===== src/rtl/ram_record_reader.sv =====
// ram_record_reader
// -----------------
// Sequential reader for the synchronous-read port of a dual-port block RAM.
// A start command latches a base address and a record count. The reader then
// walks the address range, gathers REC_BYTES consecutive words into one record
// and offers each record on a valid/ready stream. The next record's reads are
// issued only after the current record has been handed over.
//
// Ports
//   clock        system clock, all logic on the rising edge
//   reset        synchronous, active-high reset
//   start        command strobe, honoured only while idle
//   base_addr    first RAM address of the command
//   rec_count    number of records in the command (0 completes at once)
//   abort        cancels the current command, no done pulse
//   ram_enable   RAM read enable
//   ram_address  RAM read address
//   ram_q        RAM read data, valid one edge after the enable
//   rec_data     assembled record, word k at [k*DATA_WIDTH +: DATA_WIDTH]
//   rec_valid    record available
//   rec_ready    consumer accepts the record
//   busy         high whenever a command is in progress
//   done         one-cycle pulse on normal completion
module ram_record_reader #(
   parameter int ADDR_WIDTH = 11,
   parameter int DATA_WIDTH = 8,
   parameter int REC_BYTES  = 4,
   parameter int CNT_WIDTH  = 7
) (
   input  logic                            clock,
   input  logic                            reset,
   input  logic                            start,
   input  logic [ADDR_WIDTH-1:0]           base_addr,
   input  logic [CNT_WIDTH-1:0]            rec_count,
   input  logic                            abort,
   output logic                            ram_enable,
   output logic [ADDR_WIDTH-1:0]           ram_address,
   input  logic [DATA_WIDTH-1:0]           ram_q,
   output logic [REC_BYTES*DATA_WIDTH-1:0] rec_data,
   output logic                            rec_valid,
   input  logic                            rec_ready,
   output logic                            busy,
   output logic                            done
);

   localparam int SLOT_WIDTH = (REC_BYTES > 1) ? $clog2(REC_BYTES) : 1;
   localparam logic [SLOT_WIDTH-1:0] LAST_SLOT = SLOT_WIDTH'(REC_BYTES - 1);

   localparam logic [2:0] ST_IDLE   = 3'd0;
   localparam logic [2:0] ST_FETCH  = 3'd1;
   localparam logic [2:0] ST_DRAIN  = 3'd2;
   localparam logic [2:0] ST_HOLD   = 3'd3;
   localparam logic [2:0] ST_FINISH = 3'd4;

   logic [2:0]                      state_q, state_d;
   logic [ADDR_WIDTH-1:0]           ptr_q, ptr_d;
   logic [CNT_WIDTH-1:0]            cnt_q, cnt_d;
   logic [SLOT_WIDTH-1:0]           rdSlot_q, rdSlot_d;
   logic                            capEn_q, capEn_d;
   logic [SLOT_WIDTH-1:0]           capSlot_q, capSlot_d;
   logic                            ramEn_q, ramEn_d;
   logic [ADDR_WIDTH-1:0]           ramAddr_q, ramAddr_d;
   logic [REC_BYTES*DATA_WIDTH-1:0] recData_q, recData_d;
   logic                            recValid_q, recValid_d;
   logic                            busy_q, busy_d;
   logic                            done_q, done_d;

   // Next-state logic. ptr_q always holds the next address to issue, and
   // rdSlot_q is the record slot of the read currently on the bus. The read
   // on the bus is sampled by the RAM at the coming edge, so its data shows
   // up on ram_q one cycle later; capEn_q/capSlot_q delay the slot tag by
   // that one edge so the capture lands two edges after the address.
   always_comb begin
      state_d    = state_q;
      ptr_d      = ptr_q;
      cnt_d      = cnt_q;
      rdSlot_d   = rdSlot_q;
      capEn_d    = ramEn_q;
      capSlot_d  = rdSlot_q;
      ramEn_d    = 1'b0;
      ramAddr_d  = ramAddr_q;
      recData_d  = recData_q;
      recValid_d = recValid_q;
      done_d     = 1'b0;

      if (capEn_q) begin
         for (int k = 0; k < REC_BYTES; k++) begin
            if (capSlot_q == SLOT_WIDTH'(k)) begin
               recData_d[k*DATA_WIDTH +: DATA_WIDTH] = ram_q;
            end
         end
      end

      case (state_q)
         ST_IDLE: begin
            if (start) begin
               cnt_d     = rec_count;
               ramAddr_d = base_addr;
               ptr_d     = base_addr + ADDR_WIDTH'(1);
               rdSlot_d  = '0;
               if (rec_count == '0) begin
                  state_d = ST_FINISH;
                  done_d  = 1'b1;
               end else begin
                  state_d = ST_FETCH;
                  ramEn_d = 1'b1;
               end
            end
         end
         ST_FETCH: begin
            if (rdSlot_q == LAST_SLOT) begin
               state_d = ST_DRAIN;
            end else begin
               ramEn_d   = 1'b1;
               ramAddr_d = ptr_q;
               ptr_d     = ptr_q + ADDR_WIDTH'(1);
               rdSlot_d  = rdSlot_q + SLOT_WIDTH'(1);
            end
         end
         ST_DRAIN: begin
            if (capEn_q && (capSlot_q == LAST_SLOT)) begin
               recValid_d = 1'b1;
               state_d    = ST_HOLD;
            end
         end
         ST_HOLD: begin
            if (rec_ready) begin
               recValid_d = 1'b0;
               cnt_d      = cnt_q - CNT_WIDTH'(1);
               if (cnt_q == CNT_WIDTH'(1)) begin
                  state_d = ST_FINISH;
                  done_d  = 1'b1;
               end else begin
                  state_d   = ST_FETCH;
                  ramEn_d   = 1'b1;
                  ramAddr_d = ptr_q;
                  ptr_d     = ptr_q + ADDR_WIDTH'(1);
                  rdSlot_d  = '0;
               end
            end
         end
         ST_FINISH: begin
            state_d = ST_IDLE;
         end
         default: begin
            state_d = ST_IDLE;
         end
      endcase

      // Abort wins over everything decided above, including a transfer
      // happening on the same edge; outstanding captures are dropped.
      if (abort) begin
         state_d    = ST_IDLE;
         ramEn_d    = 1'b0;
         recValid_d = 1'b0;
         done_d     = 1'b0;
         capEn_d    = 1'b0;
      end

      busy_d = (state_d != ST_IDLE);
   end

   // State and output registers with synchronous reset.
   always_ff @(posedge clock) begin
      if (reset) begin
         state_q    <= ST_IDLE;
         ptr_q      <= '0;
         cnt_q      <= '0;
         rdSlot_q   <= '0;
         capEn_q    <= 1'b0;
         capSlot_q  <= '0;
         ramEn_q    <= 1'b0;
         ramAddr_q  <= '0;
         recData_q  <= '0;
         recValid_q <= 1'b0;
         busy_q     <= 1'b0;
         done_q     <= 1'b0;
      end else begin
         state_q    <= state_d;
         ptr_q      <= ptr_d;
         cnt_q      <= cnt_d;
         rdSlot_q   <= rdSlot_d;
         capEn_q    <= capEn_d;
         capSlot_q  <= capSlot_d;
         ramEn_q    <= ramEn_d;
         ramAddr_q  <= ramAddr_d;
         recData_q  <= recData_d;
         recValid_q <= recValid_d;
         busy_q     <= busy_d;
         done_q     <= done_d;
      end
   end

   assign ram_enable  = ramEn_q;
   assign ram_address = ramAddr_q;
   assign rec_data    = recData_q;
   assign rec_valid   = recValid_q;
   assign busy        = busy_q;
   assign done        = done_q;

endmodule


===== config.mk =====
export PLATFORM = sky130hd
export DESIGN_NAME = ram_record_reader
export DESIGN_NICKNAME = d
export VERILOG_FILES = /design/src/rtl/ram_record_reader.sv
export SDC_FILE = /design/constraint.sdc
export NUM_CORES = 1
export LEC_CHECK = 0
export ABC_AREA = 0
export BUFFER_PORTS_ARGS = -buffer_cell sky130_fd_sc_hd__buf_2
export CAP_MARGIN = 40
export CORE_UTILIZATION = 54
export CTS_CLUSTER_DIAMETER = 200
export CTS_CLUSTER_SIZE = 8
export DETAILED_ROUTE_END_ITERATION = 8
export PLACE_DENSITY_LB_ADDON = 0.05
export REMOVE_ABC_BUFFERS = 1
export SYNTH_ARGS = -nofsm -noshare
export SYNTH_HDL_FRONTEND = slang
export SYNTH_SLANG_ARGS = --single-unit

===== constraint.sdc =====
create_clock -name clock -period 3.17 [get_ports clock]
set_input_delay 0.4755 -clock clock [delete_from_list [all_inputs] [get_ports clock]]
set_output_delay 0.4755 -clock clock [all_outputs]
set_load 0.01 [all_outputs]

== Word level (Yosys, flattened, before mapping) ==
Index checks and enable logic that the tools add are counted.
Storage, ports and cells
  flip-flop bits (word level): 73
  output and inout port bits: 47
  logic and storage cells: 88
Cells by class
  add/sub/neg operators: 4
  equal/unequal tests: 13
  multiplexer cells: 40
  reduce and logical (&&, ||, !) cells: 16
Operators by type and width (number)
  $mux W11: 8
  $pmux W11 S3: 2
  $add A11 B1 Y11 const B: 2
  $mux W3: 7
  $mux W7: 2
  $pmux W7 S2: 1
  $pmux W3 S4: 1
  $mux W1: 11
  $ne A2 B2 Y1 const B: 5
  $mux W2: 4
  $reduce_and A2 Y1: 4
  $eq A7 B1 Y1 const B: 1
  $logic_not A7 Y1: 1
  $sub A7 B1 Y7 const B: 1
  $eq A2 B2 Y1 const B: 3
  $eq A3 B2 Y1 const B: 2
  $pmux W2 S3: 1
  $reduce_and A3 Y1: 2
  $reduce_bool A3 Y1: 2
  $reduce_and A5 Y1: 1
  $pmux W1 S2: 2
  $reduce_bool A2 Y1: 2
  $eq A3 B1 Y1 const B: 1
  $logic_not A3 Y1: 1
  other kinds (6): 6

== Logic depth before layout (Yosys ltp) ==
  depth after elaboration: 6
  mapped depth: 13

== Worst setup path before layout ==
OpenSTA, ideal clock, no wires.
  kind: flip-flop to flip-flop
  start point: register state_q[0]
  end point: register ptr_q[10]
  library setup time: 0.128 ns
  arrival time: 2.122 ns
  required time: 3.042 ns
  path slack: 0.920 ns
  stages on the path, launching flop included: 14
  buffers on the path: 5
  cell sequence: dfxtp_1 > buf_6 > nand2b_1 > buf_4 > buf_6 > clkbuf_1 > nand2_1 > nand2_1 > ha_1 > clkbuf_1 > o2111ai_1 > a221o_1 > a22oi_1 > nor2_1
Between the ends
  word-level cells in the longest chain between the ends: 3
  elaborated cells on any way between the ends: 10
  those cells by class: eq/ne: 6; mux: 1; reduce/logical: 3
Ends and longest elaborated chain
  from (decl): RTL line 55  | logic [2:0] state_q, state_d;
  from (signal assigned): RTL line 179  | state_q <= state_d;
  $eq A3 B2 Y1 (tied with other cells): RTL line 94  | case (state_q)
  $ne A2 B2 Y1 (no source line) / $reduce_bool A3 Y1 (equally long branches)
  $reduce_and A5 Y1 (no source line)
  to (signal assigned): RTL line 180  | ptr_q <= ptr_d;
  to (decl): RTL line 56  | logic [ADDR_WIDTH-1:0] ptr_q, ptr_d;
Parallel ways exist; a longest one is shown, timed or not.
A chain may end at the register's enable or synchronous reset.

== Worst setup path after layout ==
  start point: register state_q[2]
  end point: register ptr_q[7]
The elaborated chain is that of the path after synthesis.

==> reports/results.ini <==
[worst_setup_path]
worstRegToRegCells = 7
worst_path_max_delay_cell = dfxtp_1
endpoint_kind = flop
critPathKind = reg -> reg
startpoint_type = flop
path_cells = nand2b_1, buf_4, nand2_1, o22a_1, o31a_1, a2111oi_2, a31o_1
r2r_start = state_q[2]
crit_family = compound AO/OA/AOI/OAI gates
r2r_setup_slack_ns = 0.75
critPathMaxStageDelay_ns = 0.51
path_max_fanout = 17
r2r-end = ptr_q[7]
required_ns = 3.47
worst_ep_arrival_time_ns = 2.72
cp_num_buf_inv = 1

[floorplan]
die_y_um = 82.0
initial_utilization_pct = 57.0
die_x_um = 82.0
die_area_um2 = 6720
rows = 28
coreArea_um2 = 6060
io_pins = 78

[cts]
cts_tree = yes
ctsRootBufferMaster = clkbuf_8
cts-resized-gates = 0
htreeDepth = 3
cts_hold_buffers = 0
path_clk_slew_ns = 0.08
postCtsSetupBuffers = 0
numCtsBuffers = 9
ctsLongestPathBuffers = 2
cts_sinks = 73
clk_latency_ns = 0.35

[hold_path]
hp-class = in -> reg
hold_end = capEn_q
holdPathStages = 2
holdCritStartpoint = abort

[sta]
relSlewSlack_pct = 52.5
setup_tns_ns = 0
slew_violations = 0
clock.fmax_mhz = 413
setup_viol = 0
fin_crit_ns = 2.42
setup_ws_ns = 0.749
hold_viol = 0
hold_ws_ns = 0.355
fin_skew_ns = 0.00681
finalCritPeriodShare_pct = 76.4
rsz0062_at_grt = no
tightest_slew_ns = 0.711

[grt]
met2_usage_pct = 41.1
grt_pass1_vias = 2695
grt_max_degree = 30
antenna_found_initial = 0
grtUsageMet1_pct = 31.5
track_usage_pct = 24.7
grt_overflow = 0
grt_pass1_wl_mm = 12.6
grt_most_used_layer = met2
grtUsageMet3_pct = 3.67

[drt]
route.detailed.drc = 0
drt_first_pass_iters = 4
vias = 3105
viasPerCell = 5.64
drt_wl_total_mm = 7.82
wl_per_cell_um = 14.2
ant_nets = 0
drt_iter0_drc = 114

[synthesis]
synthFlopType = dfxtp_1
yosys_register_bits = 73
netlist_area_um2 = 3450
synth_adder_area_share_pct = 1.45
synth_simple_gate_area_share_pct = 22.2
syn_inst = 404
synth_compound_area_share_pct = 18.8
yosysSeqAreaShare_pct = 42.3
synth_edf_count = 0
yosysUniqueCellTypes = 61
yosys_warnings = 0
yosys-mux-area-fraction_pct = 9.71
synth_top_family_by_area = simple AND/OR/NAND/NOR gates
synth-xor-area-share_pct = 0.254
async_flop_share_pct = 0
avgSynthCellArea_um2 = 8.55

[finish]
drive_above_1_share_pct = 23.5
fillers = 544
syn2layout_area_growth_pct = 16.1
fin_area_um2 = 4010
nNetsFinal = 506
antenna_cells = 0

[power]
p_sw_share_pct = 27.4
ir_drop_mv = 0.305
p_int_mw = 1.35
comb_power_share_pct = 12.2
p_seq_share_pct = 52.8
leakage_nw = 1.81
p_per_area_nw_per_um2 = 463
p_clk_share_pct = 35.0
netSwitchingPower_mw = 0.509

[placed_design]
io_buffers = 77
place_congestion = 0.872
dp_hpwl_mm = 5.63
placed_cell_area_um2 = 3840
dp_slack_ns = 0.789

[run]
cap_viol_max_count = 0

[status]
outcome = completed

## layer usage
layer,vias up,wire [um]
met4,0,135
li1,1576,-
met2,78,3720
met3,12,307
met1,1439,3660
met5,-,0
## placed cells by master (no fill, tap or decap), drive strengths merged, types with 4 or more instances in the layout
cell,count
nand3,9
a22oi,5
a211oi,8
buf,84
nor3,10
o21ai,13
nor2,55
clkbuf,12
ha,4
inv,8
a31oi,5
nand2,61
o211ai,5
dfxtp,73
nor2b,5
nand3b,5
a21oi,28
mux2i,32
a311oi,4
## kinds of logic (layout without fill, tap and decap cells)
group	Yosys count	in the layout
muxes	33	33
buffers and inverters	35	107
xor gates and xnor gates	1	1
and+or+nand+nor	167	167
AOI/OAI and AO/OA	91	91
DFF	73	73
adders and majority gates	4	4
## metrics by stage
step           util (%)  total power [mW]  instances
6_report           66.2              1.86        551
5_1_grt            66.2              1.94        551
4_1_cts            66.2              1.87        551
2_1_floorplan         -              1.13        376
3_3_place_gp       63.2              1.22        534
3_5_place_dp       63.3              1.23        535
## registers in the layout (all words and copies together), names as in the netlist, 2 cells and up
| register | cells |
|---|---|
| rec_data | 32 |
| ptr_q | 11 |
| ram_address | 11 |
| cnt_q | 7 |
| state_q | 3 |
| capSlot_d | 2 |
| capSlot_q | 2 |
## Yosys cell counts, types with 7 or more instances
cell       n  area [um^2]
dfxtp_1   73         1460
nand2_1   60          225
nor2_1    55          206
mux2i_1   31          310
a21oi_1   27          135
clkbuf_1  12         45.0
o21ai_0   12         60.1
nand3_1    9         45.0
nor3_1     9         45.0
inv_1      7         26.3
## power groups by stage
stage,registers (mW),clock network (mW),logic [mW]
6_report,0.981,0.651,0.227
5_1_grt,0.986,0.705,0.253
4_1_cts,0.980,0.663,0.228
3_5_place_dp,1.00,0,0.226
3_3_place_gp,1.00,0,0.222
2_1_floorplan,1.00,0,0.126
## cell type report
type / instances / area, um^2 / area share [%]
inverter: 7 / 26.3 / 0.655
sequential: 73 / 1460 / 36.4
tap: 75 / 93.8 / 2.34
clock buffer: 12 / 145 / 3.62
timing repair buffer: 84 / 438 / 10.9
multi-input combinational: 296 / 1820 / 45.3
clock inverter: 4 / 27.5 / 0.686
## worst max path at each step
stage | from | end | slack (ns) | depth (start not counted)
5_1_grt | state_q[2] | ptr_q[7] | 0.60 | 7
6_report | state_q[2] | ptr_q[7] | 0.75 | 7
4_1_cts | state_q[2] | ptr_q[7] | 0.76 | 7
3_5_place_dp | state_q[2] | ptr_q[7] | 0.79 | 7
3_3_place_gp | state_q[2] | ptr_q[7] | 0.85 | 7
2_1_floorplan | state_q[2] | ptr_q[10] | 0.80 | 7
No activity file was read; power rests on OpenSTA's default activity.
